`src/rtl/ship_placer_if.sv`:
```
// rtl/ship_placer_if.sv - request/response and board-memory port bundle for ship_placer
interface ship_placer_if #(
    parameter int XW = 4,
    parameter int YW = 4,
    parameter int DW = 2
) ();
    logic          start;
    logic [XW-1:0] x_pos;
    logic [YW-1:0] y_pos;
    logic [2:0]    ship_len;
    logic          vertical;
    logic          busy;
    logic          done;
    logic          ok;
    logic [XW+YW-1:0] mem_addr;
    logic          mem_w_nr;
    logic [DW-1:0] mem_wdata;
    logic [DW-1:0] mem_rdata;

    modport master (
        output start, x_pos, y_pos, ship_len, vertical, mem_rdata,
        input  busy, done, ok, mem_addr, mem_w_nr, mem_wdata
    );

    modport slave (
        input  start, x_pos, y_pos, ship_len, vertical, mem_rdata,
        output busy, done, ok, mem_addr, mem_w_nr, mem_wdata
    );
endinterface

```
`src/rtl/ship_placer.sv`:
```
// rtl/ship_placer.sv - places one ship on the board: edge check, overlap scan, then cell writes
module ship_placer #(
    parameter int X_SIZE       = 12,
    parameter int Y_SIZE       = 12,
    parameter int X_ADDR_WIDTH = 4,
    parameter int Y_ADDR_WIDTH = 4,
    parameter int DATA_WIDTH   = 2,
    parameter int MAX_LEN      = 4,
    parameter logic [DATA_WIDTH-1:0] SHIP_CODE = 2'b01
) (
    input logic         clk,
    input logic         rst,
    ship_placer_if.slave bus
);
    localparam logic [X_ADDR_WIDTH:0] X_LAST  = (X_ADDR_WIDTH+1)'(X_SIZE - 1);
    localparam logic [Y_ADDR_WIDTH:0] Y_LAST  = (Y_ADDR_WIDTH+1)'(Y_SIZE - 1);
    localparam logic [2:0]            LEN_MAX = 3'(MAX_LEN);

    typedef enum logic [2:0] {S_IDLE, S_BOUND, S_RD, S_CMP, S_WR, S_DONE} state_t;

    state_t                  state_q, state_d;
    logic [X_ADDR_WIDTH-1:0] x_q, x_d;
    logic [Y_ADDR_WIDTH-1:0] y_q, y_d;
    logic [2:0]              len_q, len_d;
    logic                    vert_q, vert_d;
    logic [2:0]              idx_q, idx_d;
    logic                    ok_q, ok_d;

    logic [X_ADDR_WIDTH:0]   x_end;
    logic [Y_ADDR_WIDTH:0]   y_end;
    logic                    reject;
    logic                    last_cell;
    logic [X_ADDR_WIDTH-1:0] cell_x;
    logic [Y_ADDR_WIDTH-1:0] cell_y;

    always_ff @(posedge clk) begin
        if (rst) begin
            state_q <= S_IDLE;
            x_q     <= '0;
            y_q     <= '0;
            len_q   <= '0;
            vert_q  <= 1'b0;
            idx_q   <= '0;
            ok_q    <= 1'b0;
        end else begin
            state_q <= state_d;
            x_q     <= x_d;
            y_q     <= y_d;
            len_q   <= len_d;
            vert_q  <= vert_d;
            idx_q   <= idx_d;
            ok_q    <= ok_d;
        end
    end

    // End coordinates carry one extra bit so a long ship near the edge cannot wrap back in range.
    always_comb begin
        x_end     = {1'b0, x_q} + (X_ADDR_WIDTH+1)'(len_q - 3'd1);
        y_end     = {1'b0, y_q} + (Y_ADDR_WIDTH+1)'(len_q - 3'd1);
        reject    = (len_q == 3'd0) || (len_q > LEN_MAX) ||
                    ({1'b0, x_q} > X_LAST) || ({1'b0, y_q} > Y_LAST) ||
                    (vert_q ? (y_end > Y_LAST) : (x_end > X_LAST));
        last_cell = (idx_q == len_q - 3'd1);
        cell_x    = vert_q ? x_q : x_q + X_ADDR_WIDTH'(idx_q);
        cell_y    = vert_q ? y_q + Y_ADDR_WIDTH'(idx_q) : y_q;
    end

    always_comb begin
        state_d = state_q;
        x_d     = x_q;
        y_d     = y_q;
        len_d   = len_q;
        vert_d  = vert_q;
        idx_d   = idx_q;
        ok_d    = ok_q;
        case (state_q)
            S_IDLE: begin
                if (bus.start) begin
                    x_d     = bus.x_pos;
                    y_d     = bus.y_pos;
                    len_d   = bus.ship_len;
                    vert_d  = bus.vertical;
                    ok_d    = 1'b0;
                    state_d = S_BOUND;
                end
            end
            S_BOUND: begin
                idx_d   = 3'd0;
                state_d = reject ? S_DONE : S_RD;
            end
            S_RD: state_d = S_CMP;
            S_CMP: begin
                if (bus.mem_rdata != '0) begin
                    state_d = S_DONE;
                end else if (last_cell) begin
                    idx_d   = 3'd0;
                    state_d = S_WR;
                end else begin
                    idx_d   = idx_q + 3'd1;
                    state_d = S_RD;
                end
            end
            S_WR: begin
                if (last_cell) begin
                    idx_d   = 3'd0;
                    ok_d    = 1'b1;
                    state_d = S_DONE;
                end else begin
                    idx_d = idx_q + 3'd1;
                end
            end
            S_DONE:  state_d = S_IDLE;
            default: state_d = S_IDLE;
        endcase
    end

    assign bus.busy      = (state_q != S_IDLE);
    assign bus.done      = (state_q == S_DONE);
    assign bus.ok        = ok_q;
    assign bus.mem_addr  = (state_q == S_RD || state_q == S_CMP || state_q == S_WR) ?
                           {cell_x, cell_y} : '0;
    assign bus.mem_w_nr  = (state_q == S_WR);
    assign bus.mem_wdata = (state_q == S_WR) ? SHIP_CODE : '0;
endmodule

```
`src/flat_wrapper.sv`:
```
// flat-port wrapper written by rule: the top's interface ports become plain ports
module ship_placer_flat 
#(
    parameter int X_SIZE       = 12,
    parameter int Y_SIZE       = 12,
    parameter int X_ADDR_WIDTH = 4,
    parameter int Y_ADDR_WIDTH = 4,
    parameter int DATA_WIDTH   = 2,
    parameter int MAX_LEN      = 4,
    parameter logic [DATA_WIDTH-1:0] SHIP_CODE = 2'b01
)
  (clk, rst, bus_start, bus_x_pos, bus_y_pos, bus_ship_len, bus_vertical, bus_mem_rdata, bus_busy, bus_done, bus_ok, bus_mem_addr, bus_mem_w_nr, bus_mem_wdata);
  ship_placer_if bus_i ();
  input logic clk;
  input logic rst;
  input wire logic [$bits(bus_i.start)-1:0] bus_start;
  input wire logic [$bits(bus_i.x_pos)-1:0] bus_x_pos;
  input wire logic [$bits(bus_i.y_pos)-1:0] bus_y_pos;
  input wire logic [$bits(bus_i.ship_len)-1:0] bus_ship_len;
  input wire logic [$bits(bus_i.vertical)-1:0] bus_vertical;
  input wire logic [$bits(bus_i.mem_rdata)-1:0] bus_mem_rdata;
  output wire logic [$bits(bus_i.busy)-1:0] bus_busy;
  output wire logic [$bits(bus_i.done)-1:0] bus_done;
  output wire logic [$bits(bus_i.ok)-1:0] bus_ok;
  output wire logic [$bits(bus_i.mem_addr)-1:0] bus_mem_addr;
  output wire logic [$bits(bus_i.mem_w_nr)-1:0] bus_mem_w_nr;
  output wire logic [$bits(bus_i.mem_wdata)-1:0] bus_mem_wdata;
  assign bus_i.start = bus_start;
  assign bus_i.x_pos = bus_x_pos;
  assign bus_i.y_pos = bus_y_pos;
  assign bus_i.ship_len = bus_ship_len;
  assign bus_i.vertical = bus_vertical;
  assign bus_i.mem_rdata = bus_mem_rdata;
  assign bus_busy = bus_i.busy;
  assign bus_done = bus_i.done;
  assign bus_ok = bus_i.ok;
  assign bus_mem_addr = bus_i.mem_addr;
  assign bus_mem_w_nr = bus_i.mem_w_nr;
  assign bus_mem_wdata = bus_i.mem_wdata;
  ship_placer #(.X_SIZE(X_SIZE), .Y_SIZE(Y_SIZE), .X_ADDR_WIDTH(X_ADDR_WIDTH), .Y_ADDR_WIDTH(Y_ADDR_WIDTH), .DATA_WIDTH(DATA_WIDTH), .MAX_LEN(MAX_LEN), .SHIP_CODE(SHIP_CODE)) u_core (.clk(clk), .rst(rst), .bus(bus_i));
endmodule
```
`config.mk`:
```
export PLATFORM = sky130hd
export DESIGN_NAME = ship_placer_flat
export DESIGN_NICKNAME = d
export VERILOG_FILES = /design/src/rtl/ship_placer_if.sv /design/src/rtl/ship_placer.sv /design/src/flat_wrapper.sv
export SDC_FILE = /design/constraint.sdc
export NUM_CORES = 1
export LEC_CHECK = 0
export ABC_AREA = 1
export ABC_CLOCK_PERIOD_IN_PS = 2200
export CORE_MARGIN = 3
export CORE_UTILIZATION = 45
export CTS_BUF_LIST = sky130_fd_sc_hd__clkbuf_4 sky130_fd_sc_hd__clkbuf_8 sky130_fd_sc_hd__clkbuf_16
export DETAILED_ROUTE_END_ITERATION = 10
export HOLD_SLACK_MARGIN = 0.08
export PLACE_DENSITY_LB_ADDON = 0.05
export SYNTH_ARGS = -nofsm -noshare
export SYNTH_HDL_FRONTEND = slang
export SYNTH_SLANG_ARGS = --single-unit
```
`constraint.sdc`:
```
create_clock -name clk -period 2.2 [get_ports clk]
set_clock_uncertainty 0.15 [all_clocks]
set_input_delay 0.44 -clock clk [delete_from_list [all_inputs] [get_ports clk]]
set_output_delay 0.44 -clock clk [all_outputs]
set_load 0.05 [all_outputs]
```
* Word-level counts from Yosys, hierarchy flattened
Cells that the tools add are included.
** Operators by class
- Divide/modulo/power cells :: 0
- $lt $le $gt $ge :: 5
- Add/sub/neg operators :: 7
- Eq/ne operators :: 9
- Bitwise operators :: 0
- Reduce and logical (&&, ||, !) cells :: 16
- Shift-type cells :: 0
- Multiply operators :: 0
- Muxes and demuxes :: 17
** Operators by type and width (number)
- 2-to-1 mux 3 bit :: 7
- one-hot mux 3 bit (5 select lines) :: 1
- adder 4 x 5 -> 5 bit :: 2
- > comparator 5 x 4 -> 1 bit (second input constant) :: 2
- one-hot mux 3 bit (3 select lines) :: 1
- adder 4 x 3 -> 4 bit :: 2
- > comparator 4 bit (second input constant) :: 2
- 2-to-1 mux 4 bit :: 2
- 2-to-1 mux 8 bit :: 1
- equality test 3 x 2 -> 1 bit (second input constant) :: 2
- equality test 3 bit (second input constant) :: 2
- logical NOT 3 bit :: 2
- logical OR 1 bit :: 6
- AND reduction 2 bit :: 3
- nonzero test 3 bit :: 2
- 2-to-1 mux 1 bit :: 4
- != test 2 bit (second input constant) :: 2
- nonzero test 2 bit :: 2
- subtractor 3 x 1 -> 4 bit (second input constant) :: 1
- adder 3 x 1 -> 3 bit (second input constant) :: 1
- equality test 3 x 1 -> 1 bit (second input constant) :: 1
- equality test 3 bit :: 1
- > comparator 3 bit (second input constant) :: 1
- AND reduction 3 bit :: 1
- other kinds (3) :: 3
** Word-level totals
- Latch bits :: 0
- Output and inout port bits :: 14
- Flip-flop bits (word level) :: 19
- Memories :: 0
- Word-level logic and storage cells :: 61
- Bits in read-only memories :: 0
- Memory bits (writable) :: 0

* Longest topological paths before layout
- Depth after elaboration :: 7
- Gate-level depth with buffers :: 17
- Gate-level depth less buffers :: 17

* Least setup slack after synthesis
No wires, ideal clock.
- Kind :: reg2out
- Start :: register u_core.idx_q[0]
- End :: output bus_mem_addr[1]
- Stages on the path, launching flop included :: 5
- Required time :: 1.610 ns
- Data arrival time :: 2.280 ns
- Setup slack :: -0.670 ns
- Cells stage by stage :: dfxtp_1 -> ha_1 -> fa_1 -> nor2_1 -> a211oi_1
** Between the ends
- Word-level cells in the longest chain between the ends :: 3
** RTL lines
- start: declaration :: RTL line ship_placer.sv:26 : logic [2:0] idx_q, idx_d;
- start signal: assignment :: RTL line ship_placer.sv:51 : idx_q <= idx_d;
- adder 4 x 3 -> 4 bit :: RTL line ship_placer.sv:65 : cell_y = vert_q ? y_q + Y_ADDR_WIDTH'(idx_q) : y_q;
- 2-to-1 mux 4 bit :: RTL line ship_placer.sv:65
- 2-to-1 mux 8 bit :: RTL line ship_placer.sv:120 : assign bus.mem_addr = (state_q == S_RD || state_q == S_CMP || state_q == S_WR) ?
- end: declaration :: RTL line flat_wrapper.sv:25 : output wire logic [$bits(bus_i.mem_addr)-1:0] bus_mem_addr;
No other way between the ends.

* Final worst setup path
- Start :: register u_core.idx_q[0]
- End :: output bus_mem_addr[5]
** Between the ends
- Word-level cells in the longest chain between the ends :: 3
** RTL lines
- adder 4 x 3 -> 4 bit :: RTL line ship_placer.sv:64 : cell_x = vert_q ? x_q : x_q + X_ADDR_WIDTH'(idx_q);
- 2-to-1 mux 4 bit :: RTL line ship_placer.sv:64
- 2-to-1 mux 8 bit :: RTL line ship_placer.sv:120
No other way between the ends.

==> results.txt <==
dfxtp_1 takes more of the synthesized area than any other cell. Across every metal layer, demand over resource in global routing totals roughly 22%. The number of hold violations in the final report came out at 0.

The count of input and output buffers is 29. The die covers 4070 um2. The largest vdd supply drop is around 1 mV. The critical path required time is about 1.6 ns. The power share of the combinational group is approximately three quarters. The switching share of total power came out at about 52%. The worst hold path depth came out at 2. The count of final max-slew check failures came to 0. STA classifies the critical path endpoint as a primary output. The overall routed net length is between 4000 and 5000 um. The critical path is of the reg -> out type. Counting flops with a built-in enable in the synthesized netlist gives 0. In this run the static leakage power is around 0.0010 uW. Setup repair after global routing could not meet its margin everywhere. In the post-synthesis netlist, the biggest area contributors are dfxtp_1 25%, ha_1 12%, a21oi_1 9.7%. The number of placement rows is 20. The global-route wire length before repair is around 7300 um. The initial antenna violation count is 0. The endpoint of the worst hold path is u_core.bus.ok$_SDFFE_PP0P_. The width of the die is approximately 64 um. The async set-reset flop share out of synthesis is 0%. The normalized max-slew margin is between 60% and 70%. The worst register-to-register path ends at u_core.state_q[0]$_SDFFE_PP0P_. The post-detailed-route DRC marker count is 0. Sequential cells account for 18.0% of the total power. The worst hold path begins at u_core.bus.ok$_SDFFE_PP0P_. The flow ran to the end, but the final reports show violations. The root buffer cell is clkbuf_4.

The worst hold path class is reg -> reg. The checks that failed: setup timing. The share of Yosys cell area claimed by the top area cell type is 25.3%. In the synthesized netlist the dominant register cell turns out to be dfxtp_1. The number of buffers added to fix hold violations after cts is 0. The count of mapped cells out of synthesis is about 220.

The analysis attributes to net switching a power of roughly 1800 uW. The transition time of the tightest slew-check pin came out at 0.504 ns. The later-pin clock latency in the skew report is 0.31 ns. Timing would allow up to roughly 420 MHz. Using the TritonRoute via totals, the vias-per-cell ratio works out to between 5 and 6.

The post-route clock period utilization came out at 109%. The post-route netlist has approximately 37% of its cells at a drive strength greater than 1. The number of buffers on the longest clock path is 2. The total area inside the core boundary comes to roughly 3100 um2. The half-perimeter wire length after placement came out at about 3300 um. The routed layout has between 1500 and 2000 vias. The power per standard cell area is about 1500 nW/um2.

The summed instance area of the synthesized netlist is roughly 1500 um2. The iteration count of the initial detailed-routing pass is 4. The via count of the first global-routing pass came out at 1661. The number of cells on the worst reg-to-reg path came out at 16. The peak fanout along the critical path is 3. The type of element launching the critical path is a flip-flop. Entering global routing, the biggest net connects 26 pins.

In the final design database the tool counted about 300 nets. The filler cell count came out at 241. The warning count from the yosys run is 0.

The number of CTS-inserted buffers is 3. The clock edge transition at the registers on the reported setup and hold paths came out at 0.12 ns. The final number of setup-violating endpoints is 7. In this run the number of H-tree levels came out at 1. The max-capacitance violation count is 0. After detailed routing, the average wire length per cell comes to between 10 and 15 um.

The cell-internal power came out at about 1600 uW. The minimum clock period is around 2.4 ns. Once detail routing completed, the nets flagged for antenna violations numbered 0.

The antenna diode instance count is 0. Summed over all layers, the global routing overflow is 0. Averaged over all synthesized cells, the footprint is between 6 and 7 um2. The reg-to-reg setup timing slack came out at -0.02 ns.

Setup slack on the critical path of the routed design comes to -0.193 ns. The worst slack at placement is -0.0946 ns. Yosys mapped the design onto 26 distinct sky130hd cell types. Sequential cells were found to cover roughly a quarter of the synthesized design area.

For this block, the initial DRC count from the detailed router was between 100 and 150. The launch point of the worst reg-to-reg path is u_core.len_q[0]$_SDFFE_PP0P_. The die height came out at between 60 and 70 um.

The final RePlAce weighted congestion came out at a little under 0.9. The arrival time reported for the critical path endpoint came out at 1.80 ns. The sum of negative setup slack came out at -0.855 ns. Of the total power, the clock network draws under 10%. From synthesis to final layout, the design area changed by 55.2%. The clock drives 19 sinks. For this design the top-level I/O count stands at 31. The post-synthesis sequential element count came out at 19. The number of nets handed over by synthesis was around 250. TritonCTS built the clock tree.

Once the floorplan was initialized, standard cells occupied between 40% and 50% of the core.
power by group through the flow:
stage | logic [uW] | registers, uW | clock network [uW]
floorplan | 1470 | 549 | 0
global placement | 2040 | 579 | 0
detailed placement | 2100 | 581 | 0
CTS | 2280 | 599 | 188
global route | 2840 | 631 | 207
finish | 2620 | 618 | 186
state kept, by name, summed over array words and instances (netlist names):
name / flops
u_core.vert_q: 1
u_core.len_q: 3
u_core.x_q: 4
u_core.bus.ok: 1
u_core.y_q: 4
u_core.state_q: 3
u_core.idx_q: 3
how the worst max path moves through the flow:
stage	start	to	slack, ns	cells past startpoint
floorplan	u_core.idx_q[0]$_SDFFE_PP0P_	bus_mem_addr[1]	-0.02	4
global placement	u_core.len_q[0]$_SDFFE_PP0P_	u_core.state_q[0]$_SDFFE_PP0P_	0.02	16
detailed placement	u_core.len_q[0]$_SDFFE_PP0P_	u_core.state_q[0]$_SDFFE_PP0P_	-0.09	15
CTS	u_core.idx_q[0]$_SDFFE_PP0P_	bus_mem_addr[5]	-0.18	5
global route	u_core.idx_q[0]$_SDFFE_PP0P_	bus_mem_addr[5]	-0.27	5
finish	u_core.idx_q[0]$_SDFFE_PP0P_	bus_mem_addr[5]	-0.19	5
metal layers:
layer / wire [um] / track usage, % / up-vias
li1: - / - / 798
met1: 1900 / 26.5 / 780
met2: 2320 / 40.3 / 59
met3: 228 / 4.22 / 8
met4: 63 / 6.74 / 0
met5: 0 / 0 / -
cells in the mapped netlist, types with 2 or more instances:
master    number
nand3_1       16
inv_1         35
dfxtp_1       19
nand2_1       33
clkbuf_1       4
nor3_1         4
nand2_2        2
xnor2_1        6
ha_1          14
o21ai_0       20
a211oi_1       3
buf_4          2
a21oi_1       29
nor2_1        16
fa_1           4
cell type report:
| cell class | count | area, um2 | share of cell area [%] |
|---|---|---|---|
| well taps | 44 | 55.1 | 2.36 |
| flip-flops and latches | 19 | 398 | 17.0 |
| repair buffers | 48 | 515 | 22.1 |
| clock inverters | 1 | 5.00 | 0.214 |
| multi-input cells | 156 | 1200 | 51.3 |
| clock buffers | 3 | 22.5 | 0.965 |
| inverters | 36 | 141 | 6.06 |
cell families (layout without fill, tap and decap cells):
logic type	Yosys count	count (layout)	synth area share [%]
other cells	1	1	0.249
buf+inv	43	88	11.7
flops	19	19	25.3
xor+xnor	8	8	5.16
compound gates	54	54	18.9
fa+ha+maj	18	18	17.0
simple gates	75	75	21.7
cells in the final DEF (no fill, tap or decap), drive strengths merged, types with 2 or more instances in the layout:
cell	netlist	routed
clkdlybuf4s50	0	17
ha	14	14
xnor2	6	6
dfxtp	19	19
o21ai	20	20
clkinv	1	2
inv	35	34
clkbuf	4	3
buf	3	31
nand2	35	35
fa	4	4
nor2	16	16
xor2	2	2
a21oi	29	29
a211oi	3	3
nand3	17	17
nor3	4	4
worst max-delay path, cell delays in order, from the launching register on:
cell and delay (ns):
dfxtp_2 0.35, ha_2 0.20, fa_2 0.52, nor2_1 0.06
a211oi_4 0.20, buf_12 0.17
through the flow:
| stage | power [uW] | cell area (um2) | std cells | util (%) | hold slack, ns |
|---|---|---|---|---|---|
| detailed placement | 2680 | 2060 | 296 | 65.9 | 0.318 |
| finish | 3430 | 2330 | 307 | 74.6 | 0.339 |
| CTS | 3070 | 2200 | 303 | 70.5 | 0.342 |
| global placement | 2620 | 2060 | 296 | 65.9 | 0.309 |
| global route | 3680 | 2330 | 307 | 74.6 | 0.372 |
| floorplan | 2020 | 1590 | 218 | - | 0.309 |
repair_timing:
| item | in CTS | in global routing |
|---|---|---|
| gates resized for setup | 27 | 31 |
| pin swaps | 5 | 16 |
| buffers inserted | 3 | 4 |
| endpoints found under the hold margin | 0 | 0 |
| endpoints found under the setup margin | 11 | 11 |
Note: power is estimated with default switching activity, not from simulation.
